===== config.mk =====
export PLATFORM = sky130hd
export DESIGN_NAME = ex_mc
export DESIGN_NICKNAME = d
export VERILOG_FILES = /design/src/rtl/ex_mc.sv
export SDC_FILE = /design/constraint.sdc
export NUM_CORES = 1
export LEC_CHECK = 0
export ABC_CLOCK_PERIOD_IN_PS = 4400
export BUFFER_PORTS_ARGS = -buffer_cell sky130_fd_sc_hd__buf_2
export CAP_MARGIN = 25
export CORE_MARGIN = 5
export CORE_UTILIZATION = 32
export DETAILED_ROUTE_END_ITERATION = 6
export GPL_ROUTABILITY_DRIVEN = 0
export PLACE_DENSITY_LB_ADDON = 0.05
export SLEW_MARGIN = 0
export SYNTH_ARGS = -nofsm -noshare
export SYNTH_HDL_FRONTEND = slang
export SYNTH_SLANG_ARGS = --single-unit

===== constraint.sdc =====
create_clock -name clk -period 4.4 [get_ports clk]
set_input_delay 0.66 -clock clk [delete_from_list [all_inputs] [get_ports clk]]
set_output_delay 0.66 -clock clk [all_outputs]
set_load 0.1 [all_outputs]

===== src/rtl/ex_mc.sv =====
// OpenMIPS execute stage: single-cycle logic/shift, iterative radix-2 multiply to HI/LO.
// Optional EX_MUL_ZERO_SKIP_EN: zero-magnitude operands bypass the BUSY iterations.
module ex_mc #(
    parameter int DATA_W = 32
) (
    input  logic              clk,
    input  logic              rst,
    input  logic              flush_i,
    input  logic [7:0]        aluop_i,
    input  logic [2:0]        alusel_i,
    input  logic [DATA_W-1:0] reg1_i,
    input  logic [DATA_W-1:0] reg2_i,
    input  logic [4:0]        wd_i,
    input  logic              wreg_i,
    output logic [4:0]        wd_o,
    output logic              wreg_o,
    output logic [DATA_W-1:0] wdata_o,
    output logic [DATA_W-1:0] hi_o,
    output logic [DATA_W-1:0] lo_o,
    output logic              whilo_o,
    output logic              stallreq_o
);
    localparam logic [7:0] EXE_AND_OP   = 8'b0010_0100;
    localparam logic [7:0] EXE_OR_OP    = 8'b0010_0101;
    localparam logic [7:0] EXE_XOR_OP   = 8'b0010_0110;
    localparam logic [7:0] EXE_NOR_OP   = 8'b0010_0111;
    localparam logic [7:0] EXE_SLL_OP   = 8'b0111_1100;
    localparam logic [7:0] EXE_SRL_OP   = 8'b0000_0010;
    localparam logic [7:0] EXE_SRA_OP   = 8'b0000_0011;
    localparam logic [7:0] EXE_MULT_OP  = 8'b0001_1000;
    localparam logic [7:0] EXE_MULTU_OP = 8'b0001_1001;
    localparam logic [2:0] EXE_RES_LOGIC = 3'b001;
    localparam logic [2:0] EXE_RES_SHIFT = 3'b010;
    localparam int SA_W  = $clog2(DATA_W);
    localparam int CNT_W = $clog2(DATA_W) + 1;

    typedef enum logic [1:0] {IDLE, BUSY, DONE} state_t;

    state_t                state;
    logic [2*DATA_W-1:0]   acc, mcand, acc_add, prod;
    logic [DATA_W-1:0]     mplier, mag1, mag2, hi_q, lo_q;
    logic [DATA_W-1:0]     logic_res, shift_res, alu_res;
    logic [CNT_W-1:0]      cnt;
    logic                  neg, is_mult, is_signed;
    logic [SA_W-1:0]       sa;

    assign is_mult   = (aluop_i == EXE_MULT_OP) || (aluop_i == EXE_MULTU_OP);
    assign is_signed = (aluop_i == EXE_MULT_OP);
    assign mag1      = (is_signed && reg1_i[DATA_W-1]) ? -reg1_i : reg1_i;
    assign mag2      = (is_signed && reg2_i[DATA_W-1]) ? -reg2_i : reg2_i;
    assign acc_add   = acc + (mplier[0] ? mcand : '0);
    assign prod      = neg ? -acc_add : acc_add;
    assign sa        = reg1_i[SA_W-1:0];

    always_comb begin
        logic_res = '0;
        case (aluop_i)
            EXE_OR_OP:  logic_res = reg1_i | reg2_i;
            EXE_AND_OP: logic_res = reg1_i & reg2_i;
            EXE_NOR_OP: logic_res = ~(reg1_i | reg2_i);
            EXE_XOR_OP: logic_res = reg1_i ^ reg2_i;
            default:    logic_res = '0;
        endcase
        shift_res = '0;
        case (aluop_i)
            EXE_SLL_OP: shift_res = reg2_i << sa;
            EXE_SRL_OP: shift_res = reg2_i >> sa;
            EXE_SRA_OP: shift_res = $unsigned($signed(reg2_i) >>> sa);
            default:    shift_res = '0;
        endcase
        case (alusel_i)
            EXE_RES_LOGIC: alu_res = logic_res;
            EXE_RES_SHIFT: alu_res = shift_res;
            default:       alu_res = '0;
        endcase
    end

    // Magnitudes are latched so the multiply is immune to later operand changes.
    always_ff @(posedge clk) begin
        if (rst) begin
            state  <= IDLE;
            acc    <= '0;
            mcand  <= '0;
            mplier <= '0;
            cnt    <= '0;
            neg    <= 1'b0;
            hi_q   <= '0;
            lo_q   <= '0;
        end else if (flush_i) begin
            state <= IDLE;
            acc   <= '0;
            cnt   <= '0;
        end else begin
            case (state)
                IDLE: begin
                    if (is_mult) begin
`ifdef EX_MUL_ZERO_SKIP_EN
                        if (mag1 == '0 || mag2 == '0) begin
                            hi_q  <= '0;
                            lo_q  <= '0;
                            state <= DONE;
                        end else begin
`else
                        begin
`endif
                            mcand  <= {{DATA_W{1'b0}}, mag1};
                            mplier <= mag2;
                            acc    <= '0;
                            neg    <= is_signed && (reg1_i[DATA_W-1] ^ reg2_i[DATA_W-1]);
                            cnt    <= CNT_W'(DATA_W);
                            state  <= BUSY;
                        end
                    end
                end
                BUSY: begin
                    acc    <= acc_add;
                    mcand  <= mcand << 1;
                    mplier <= mplier >> 1;
                    cnt    <= cnt - 1'b1;
                    if (cnt == CNT_W'(1)) begin
                        {hi_q, lo_q} <= prod;
                        state        <= DONE;
                    end
                end
                default: state <= IDLE;
            endcase
        end
    end

    // Everything is forced low under reset; flush suppresses stall and strobe at once.
    always_comb begin
        wd_o       = rst ? 5'd0 : wd_i;
        wreg_o     = rst ? 1'b0 : wreg_i;
        wdata_o    = rst ? '0 : alu_res;
        whilo_o    = !rst && !flush_i && (state == DONE);
        hi_o       = whilo_o ? hi_q : '0;
        lo_o       = whilo_o ? lo_q : '0;
        stallreq_o = !rst && !flush_i &&
                     ((state == BUSY) || ((state == IDLE) && is_mult));
    end
endmodule


==> reports/metrics.cfg, run 1 <==
[synthesis]
synth.distinct_cells=87
synth.yosys.seq_area_share_pct=20.5
synth_top_family_by_area=compound AO/OA/AOI/OAI gates
post-synth-top-count-cell=nor2_1
synth_area_leaders=dfxtp_1 21%, nor2_1 8.4%, ha_1 7.3%
async_reset_ff_share_pct=0
ys_warn_count=0
synth_edf_count=0
syn-num-nets=3421
syn-cell-area_um2=22700
synth_common_cells=507 x nor2_1, 268 x nand2_1, 254 x a21oi_1, 233 x dfxtp_1, 223 x o21ai_0
muxShareOfSynthArea_pct=6.48
synthSimpleGateAreaFrac_pct=24.8
synth_ff_type=dfxtp_1
avgSynthCellArea_um2=7.09
ys_ff_latch=233
synth_top_area_cell=dfxtp_1
synth_fa_ha_area_share_pct=7.42
synth_xor_area_share_pct=6.94
syn_inst=3203
synth_top_area_share_pct=20.5
synth_compound_area_share_pct=28.3

[placement]
dpl.hpwl_mm=78.5
io_buffers=187

[detailed_routing]
dr_total_vias=25900
firstDrtPassIters=6
drtIter0Drc=2581
avgViaCountPerCell=5.51
wire_per_inst_um=21.1
wl_mm=99.4
drcViolationCount=0
detail-route-antenna-nets=0

[sta]
fin_ws_ps=-249
finalSetupTns_ps=-2710
rsz0062_at_grt=yes
worst_pin_slew_ps=969
finalCritPeriodShare_pct=106
post-route-min-period_ps=4650
hold_ws_ps=391
relSlewSlack_pct=35.4
skew_ps=36.9
slew_viol_final=0
hold_viol=0
fmax_mhz=215
setup_viol=20

[global_route]
grt_pass1_wl_mm=151
antenna_found_initial=0
grt_max_degree=119
grt_pass1_vias=24800
grt.total_usage_pct=24.5
grt-ovfl-total=0

[clocking]
clk_pin_slew_ps=60
clk_path_buf_depth=3
clkLatencyLatePin_ps=600
cts_tree=built
htreeDepth=1
cts_buffers=29
cts_sinks=233
root_buffer=clkbuf_16
hold_buffers=0

[floorplanning]
core-area_um2=70100
die_height_um=276
fp.dieW_um=276
die_area_um2=76400
io_pins=188
rows=97
initial_core_util_pct=32.4

[critical_path]
critPathSlowestCell=or4_4
crit_arrival_ps=5120
max_stage_delay_ps=610
critPathLaunch=mplier[0]$_SDFFE_PP0P_
path_max_fanout=9
cp_common_cell=buf_4
crit_family=compound AO/OA/AOI/OAI gates
crit_chain=buf_16 -> and2_1 -> ha_1 -> a21oi_4 -> o21ai_2 -> a21o_1 -> a221o_1 -> or3_1 -> a222oi_1 -> buf_4 -> and3_4 -> buf_6 -> nand4_4 -> or4_4 -> buf_4 -> o41ai_4 -> xor2_1 -> a211oi_1
cp.required_ps=4870
path_buf_inv=4
startpoint_type=flop
timing.rr.start=mplier[0]$_SDFFE_PP0P_
crit_path_end_kind=flop
critPathKind=flop to flop

[run_status]
status=complete, but fails checks
violations=negative setup slack

[power]
ir_worst_vdd_v=0.000194
p_leak_nw=13.1
powerDensity_nw_per_um2=176

[worst_hold_path]
hp-class=input pin to flop
min_from=rst

[finish]
drive_gt1_share_pct=28.0
syn_to_final_growth_pct=37.9
fin_nets=3962

[flow_run]
max-cap-violations=0

-- layout make-up --
| type | instances | area (um2) |
|---|---|---|
| fillers | 7307 | 38800 |
| multi-input cells | 2646 | 18000 |
| repair buffers | 754 | 6210 |
| flip-flops and latches | 233 | 4670 |
| well taps | 940 | 1180 |
| clock buffers | 41 | 841 |
| inverters | 80 | 300 |
| clock inverters | 10 | 145 |
| diodes | 2 | 5.00 |
-- where the power goes --
part	switching [mW]	total (mW)	internal (mW)
clock network	0.984	2.48	1.50
registers	0.00162	2.11	2.11
logic	0.621	0.924	0.303
total	1.61	5.52	3.91
-- worst register-to-register path, cell delays in order, from the launching register on --
cell and delay, ps:
dfxtp_4 380, buf_16 150, and2_1 130, ha_1 360
a21oi_4 230, o21ai_2 100, a21o_1 190, a221o_1 350
or3_1 370, a222oi_1 410, buf_4 190, and3_4 190
buf_6 110, nand4_4 120, or4_4 610, buf_4 190
o41ai_4 210, xor2_1 170, a211oi_1 80
-- sequential cells by signal (all words and copies together), names as in the netlist --
name,flops
mplier,32
neg,1
hi_q,32
cnt,6
state,2
lo_q,32
mcand,64
acc,64
-- what timing repair did --
| action | 4_1_cts | 5_1_grt |
|---|---|---|
| gates resized for setup | 128 | 102 |
| setup endpoints to repair | 24 | 36 |
| pin swaps | 54 | 45 |
| hold endpoints to repair | 0 | 0 |
| buffers inserted | 23 | 13 |
| gates cloned | 1 | 1 |
-- metrics by stage --
step	area (um2)	total power [mW]	setup WS [ps]	instances	utilization, %
after floorplan	22900	2.70	-3.31	3203	-
after global placement	29000	3.06	-834	4621	41.4
after detailed placement	29000	3.06	-879	4621	41.4
after CTS	30800	5.59	-360	4692	43.8
after global routing	31300	5.74	-406	4704	44.6
final	31300	5.52	-249	4706	44.6
-- metal layers --
metal	track usage [%]	wire length, um
met4	6.98	3160
met1	34.8	45900
met3	3.07	6540
met5	0	0
met2	39.0	43800
-- worst paths after layout --
| check | slack (ps) | depth (start not counted) | end |
|---|---|---|---|
| setup / recovery | -250 | 18 | hi_q[25]$_SDFFE_PP0P_ |
| hold / removal | 390 | 2 | mcand[50]$_SDFFE_PP0P_ |
| setup reg to reg | -250 | 18 | hi_q[25]$_SDFFE_PP0P_ |
| hold reg to reg | 450 | 2 | lo_q[0]$_SDFFE_PP0P_ |
-- placed cells by master, fill, tap and decap left out, types with 35 or more instances in the layout --
cell        n
xnor2_1   126
a21oi_1   219
dfxtp_1   231
xor2_1     51
nand2_1   262
mux2i_1   102
nand4_1    43
nor3_1     44
buf_12     63
inv_1      76
buf_4     539
o21ai_0   197
nor2_1    477
buf_2     134
and2_1    149
a22oi_1   100
ha_1      113
a211oi_1  135
o211ai_1   35
-- cells by family (layout without fill, tap and decap cells) --
family,count (synthesis),after routing
AOI/OAI and AO/OA,996,996
xor gates and xnor gates,180,180
adders and majority gates,134,134
buffers and inverters,324,885
DFF,233,233
muxes,126,126
other,0,2
and+or+nand+nor,1210,1210
Note: power is estimated with default switching activity, not from simulation.
==> inputs of run 2 (changes only) <==
--- a/constraint.sdc
+++ b/constraint.sdc
@@ -3,2 +3,2 @@
 set_output_delay 0.66 -clock clk [all_outputs]
-set_load 0.1 [all_outputs]
+set_load 0.05 [all_outputs]
==> run 2 against run 1 <==
Against the previous run: sequential share of layout area increased by 0.53 points; total power increased by 0.49%; clock skew decreased by 22 ps; final cell count increased by 0.28%; global-route usage increased by 0.27 points; register-to-register slack improved by 20 ps; count of clock-buffer cells in the layout decreased by 3; clock power increased by 2%; utilization decreased by 1.5 points; worst hold slack got worse by 5.6 ps; the run still ends with negative setup slack left; routed wire length increased by 0.95%; sequential power about the same.
==> reports/metrics.cfg, run 2 (synthesis gave the netlist of run 1 again) <==
[sta]
finalCritPeriodShare_pct=105  ; was 106%
relSlewSlack_pct=37.7  ; was 35.4%
rsz0062_at_grt=yes  ; unchanged
slew_viol_final=0  ; unchanged
skew_ps=14.6  ; was 36.9 ps
worst_pin_slew_ps=935  ; was 969 ps
hold_viol=0  ; unchanged
fmax_mhz=216  ; was 215 MHz
fin_ws_ps=-229  ; was -249 ps
setup_viol=16  ; was 20
post-route-min-period_ps=4630  ; was 4650 ps

[detailed_routing]
drcViolationCount=0  ; unchanged
wire_per_inst_um=21.3  ; was 21.1 um
dr_total_vias=26100  ; was 25900
drtIter0Drc=2159  ; was 2581
wl_mm=100  ; was 99.4 mm
firstDrtPassIters=6  ; unchanged
avgViaCountPerCell=5.53  ; was 5.51
detail-route-antenna-nets=0  ; unchanged

[run_status]
status=complete, but fails checks  ; unchanged
violations=negative setup slack  ; unchanged

[finish]
final_common_cell=buf_4  ; unchanged
top_regs=acc x64, mcand x64  ; unchanged
register_area_um2=4670  ; unchanged
layoutNonFillerInstCount=4719  ; was 4706
multi_input_area_um2=17600  ; was 18000 um2
final_util_pct=43.1  ; was 44.6%
fillers=7351  ; was 7307
drive_gt1_share_pct=26.6  ; was 28.0%
fin_nets=3979  ; was 3962
n_antenna_cell=0  ; was 2
mostFrequentLayoutCells=572 x buf_4, 498 x nor2_1, 259 x nand2_1  ; was 539 x buf_4, 477 x nor2_1, 262 x nand2_1
syn_to_final_growth_pct=33.2  ; was 37.9%

[critical_path]
worst_r2r_endpoint=hi_q[20]$_SDFFE_PP0P_  ; was hi_q[25]$_SDFFE_PP0P_
crit_path_end_kind=flop  ; unchanged
path_max_fanout=20  ; was 9
startpoint_type=flop  ; unchanged
crit_arrival_ps=5130  ; was 5120 ps
r2r_cells=19  ; was 18
rrSetupSlack_ps=-230  ; was -250 ps
cp.required_ps=4900  ; was 4870 ps
critPathKind=flop to flop  ; unchanged
timing.rr.start=mplier[0]$_SDFFE_PP0P_  ; unchanged

[clocking]
cts_buffers=29  ; unchanged
hold_buffers=0  ; unchanged
cts_tree=built  ; unchanged
clk_pin_slew_ps=60  ; about the same
clkLatencyLatePin_ps=590  ; was 600 ps
htreeDepth=1  ; unchanged
root_buffer=clkbuf_16  ; unchanged
clk_path_buf_depth=3  ; unchanged
cts_sinks=233  ; unchanged

[placement]
io_buffers=187  ; unchanged
place_inst=4634  ; was 4621
dpl.hpwl_mm=78.8  ; was 78.5 mm
pre_cts_ws_ps=-545  ; was -879 ps

[power]
pwr-share-comb_pct=16.4  ; was 16.7%
internal_power_mw=3.92  ; was 3.91 mW
p_leak_nw=13.0  ; was 13.1 nW
powerDensity_nw_per_um2=183  ; was 176 nW/um2
p_sw_share_pct=29.4  ; was 29.1%
ir_worst_vdd_v=0.000200  ; was 0.000194 V
p_clk_share_pct=45.5  ; was 45.0%
p_sw_mw=1.63  ; was 1.61 mW
power_frac_seq_pct=38.1  ; was 38.3%

[global_route]
grt-ovfl-total=0  ; unchanged
grt_pass1_wl_mm=152  ; was 151 mm
grt_max_degree=119  ; unchanged
grt_pass1_vias=25000  ; was 24800
grt.total_usage_pct=24.7  ; was 24.5%
antenna_found_initial=2  ; was 0

[flow_run]
max-cap-violations=0  ; unchanged

[worst_hold_path]
min_from=rst  ; unchanged
hp-class=input pin to flop  ; unchanged
min_path_cells=2  ; unchanged
hold_end=mcand[49]$_SDFFE_PP0P_  ; was mcand[50]$_SDFFE_PP0P_

[floorplanning]
rows=97  ; unchanged
core-area_um2=70100  ; unchanged
initial_core_util_pct=32.4  ; unchanged
die_area_um2=76400  ; unchanged
io_pins=188  ; unchanged
fp.dieW_um=276  ; unchanged
die_height_um=276  ; unchanged

[run 2: cell types whose count changed in the layout (fill, tap and decap cells not counted), sizes merged]
cell and delta:
diode -2, clkbuf -3, bufinv +1, buf +17
[run 2: worst max-delay path, stage by stage, from the launching register on]
cell and delay (ps):
dfxtp_4 400, buf_12 160, and2_1 150, ha_1 310
buf_4 160, and4_1 240, and2_4 180, a31oi_1 210
o21ai_0 150, or3_1 390, a222oi_1 330, buf_4 190
and3_4 190, nand4_1 80, buf_4 160, or4_4 420
buf_8 160, o31a_1 300, xnor2_1 120, a211oi_1 220
[run 2: layout make-up]
class / count / share of cell area [%]
multi-input combinational: 2646 / 58.4
timing repair buffer: 771 / 18.1
sequential: 233 / 15.4
tap: 940 / 3.89
clock buffer: 38 / 2.64
inverter: 80 / 0.993
clock inverter: 11 / 0.604
[run 2: worst max-delay path by stage]
stage | startpoint | endpoint | slack [ps] | cells past startpoint
4_1_cts | mplier[0]$_SDFFE_PP0P_ | hi_q[18]$_SDFFE_PP0P_ | -80 | 18
6_report | mplier[0]$_SDFFE_PP0P_ | hi_q[20]$_SDFFE_PP0P_ | -230 | 19
2_1_floorplan | mplier[0]$_SDFFE_PP0P_ | hi_q[30]$_SDFFE_PP0P_ | -40 | 19
3_3_place_gp | mplier[0]$_SDFFE_PP0P_ | hi_q[31]$_SDFFE_PP0P_ | -520 | 19
5_1_grt | mplier[0]$_SDFFE_PP0P_ | hi_q[18]$_SDFFE_PP0P_ | -370 | 21
3_5_place_dp | mplier[0]$_SDFFE_PP0P_ | hi_q[30]$_SDFFE_PP0P_ | -540 | 20
[run 2: power groups by stage]
stage	clock network, mW	registers, mW	logic [mW]
5_1_grt	2.69	2.11	0.968
3_3_place_gp	0	2.16	0.881
3_5_place_dp	0	2.16	0.886
2_1_floorplan	0	2.16	0.520
4_1_cts	2.61	2.11	0.889
6_report	2.53	2.11	0.910
[run 2: routing by layer]
metal	GRT usage, %	up-vias	wire length [um]	share of wire (%)
li1	-	12600	-	-
met1	35.1	12300	46000	46
met2	40.0	997	44600	44
met3	2.65	159	6370	6.3
met4	6.83	2	3340	3.3
met5	0	-	16	0.016
[run 2: what timing repair did]
item / 4_1_cts / 5_1_grt
gates cloned: 1 / 1
gates resized for setup: 122 / 49
endpoints found under the setup margin: 28 / 26
setup buffers: 22 / 12
pin swaps: 46 / 29
[run 2: through the flow]
stage               setup TNS, ps  total power [mW]  hold WS, ps  cell area (um2)
floorplan                   -87.4              2.68          423            22800
detailed placement          -9070              3.05          441            28100
global placement            -7160              3.04          443            28100
finish                      -1890              5.55          385            30200
global route                -4980              5.77          377            30200
CTS                          -413              5.61          349            29900
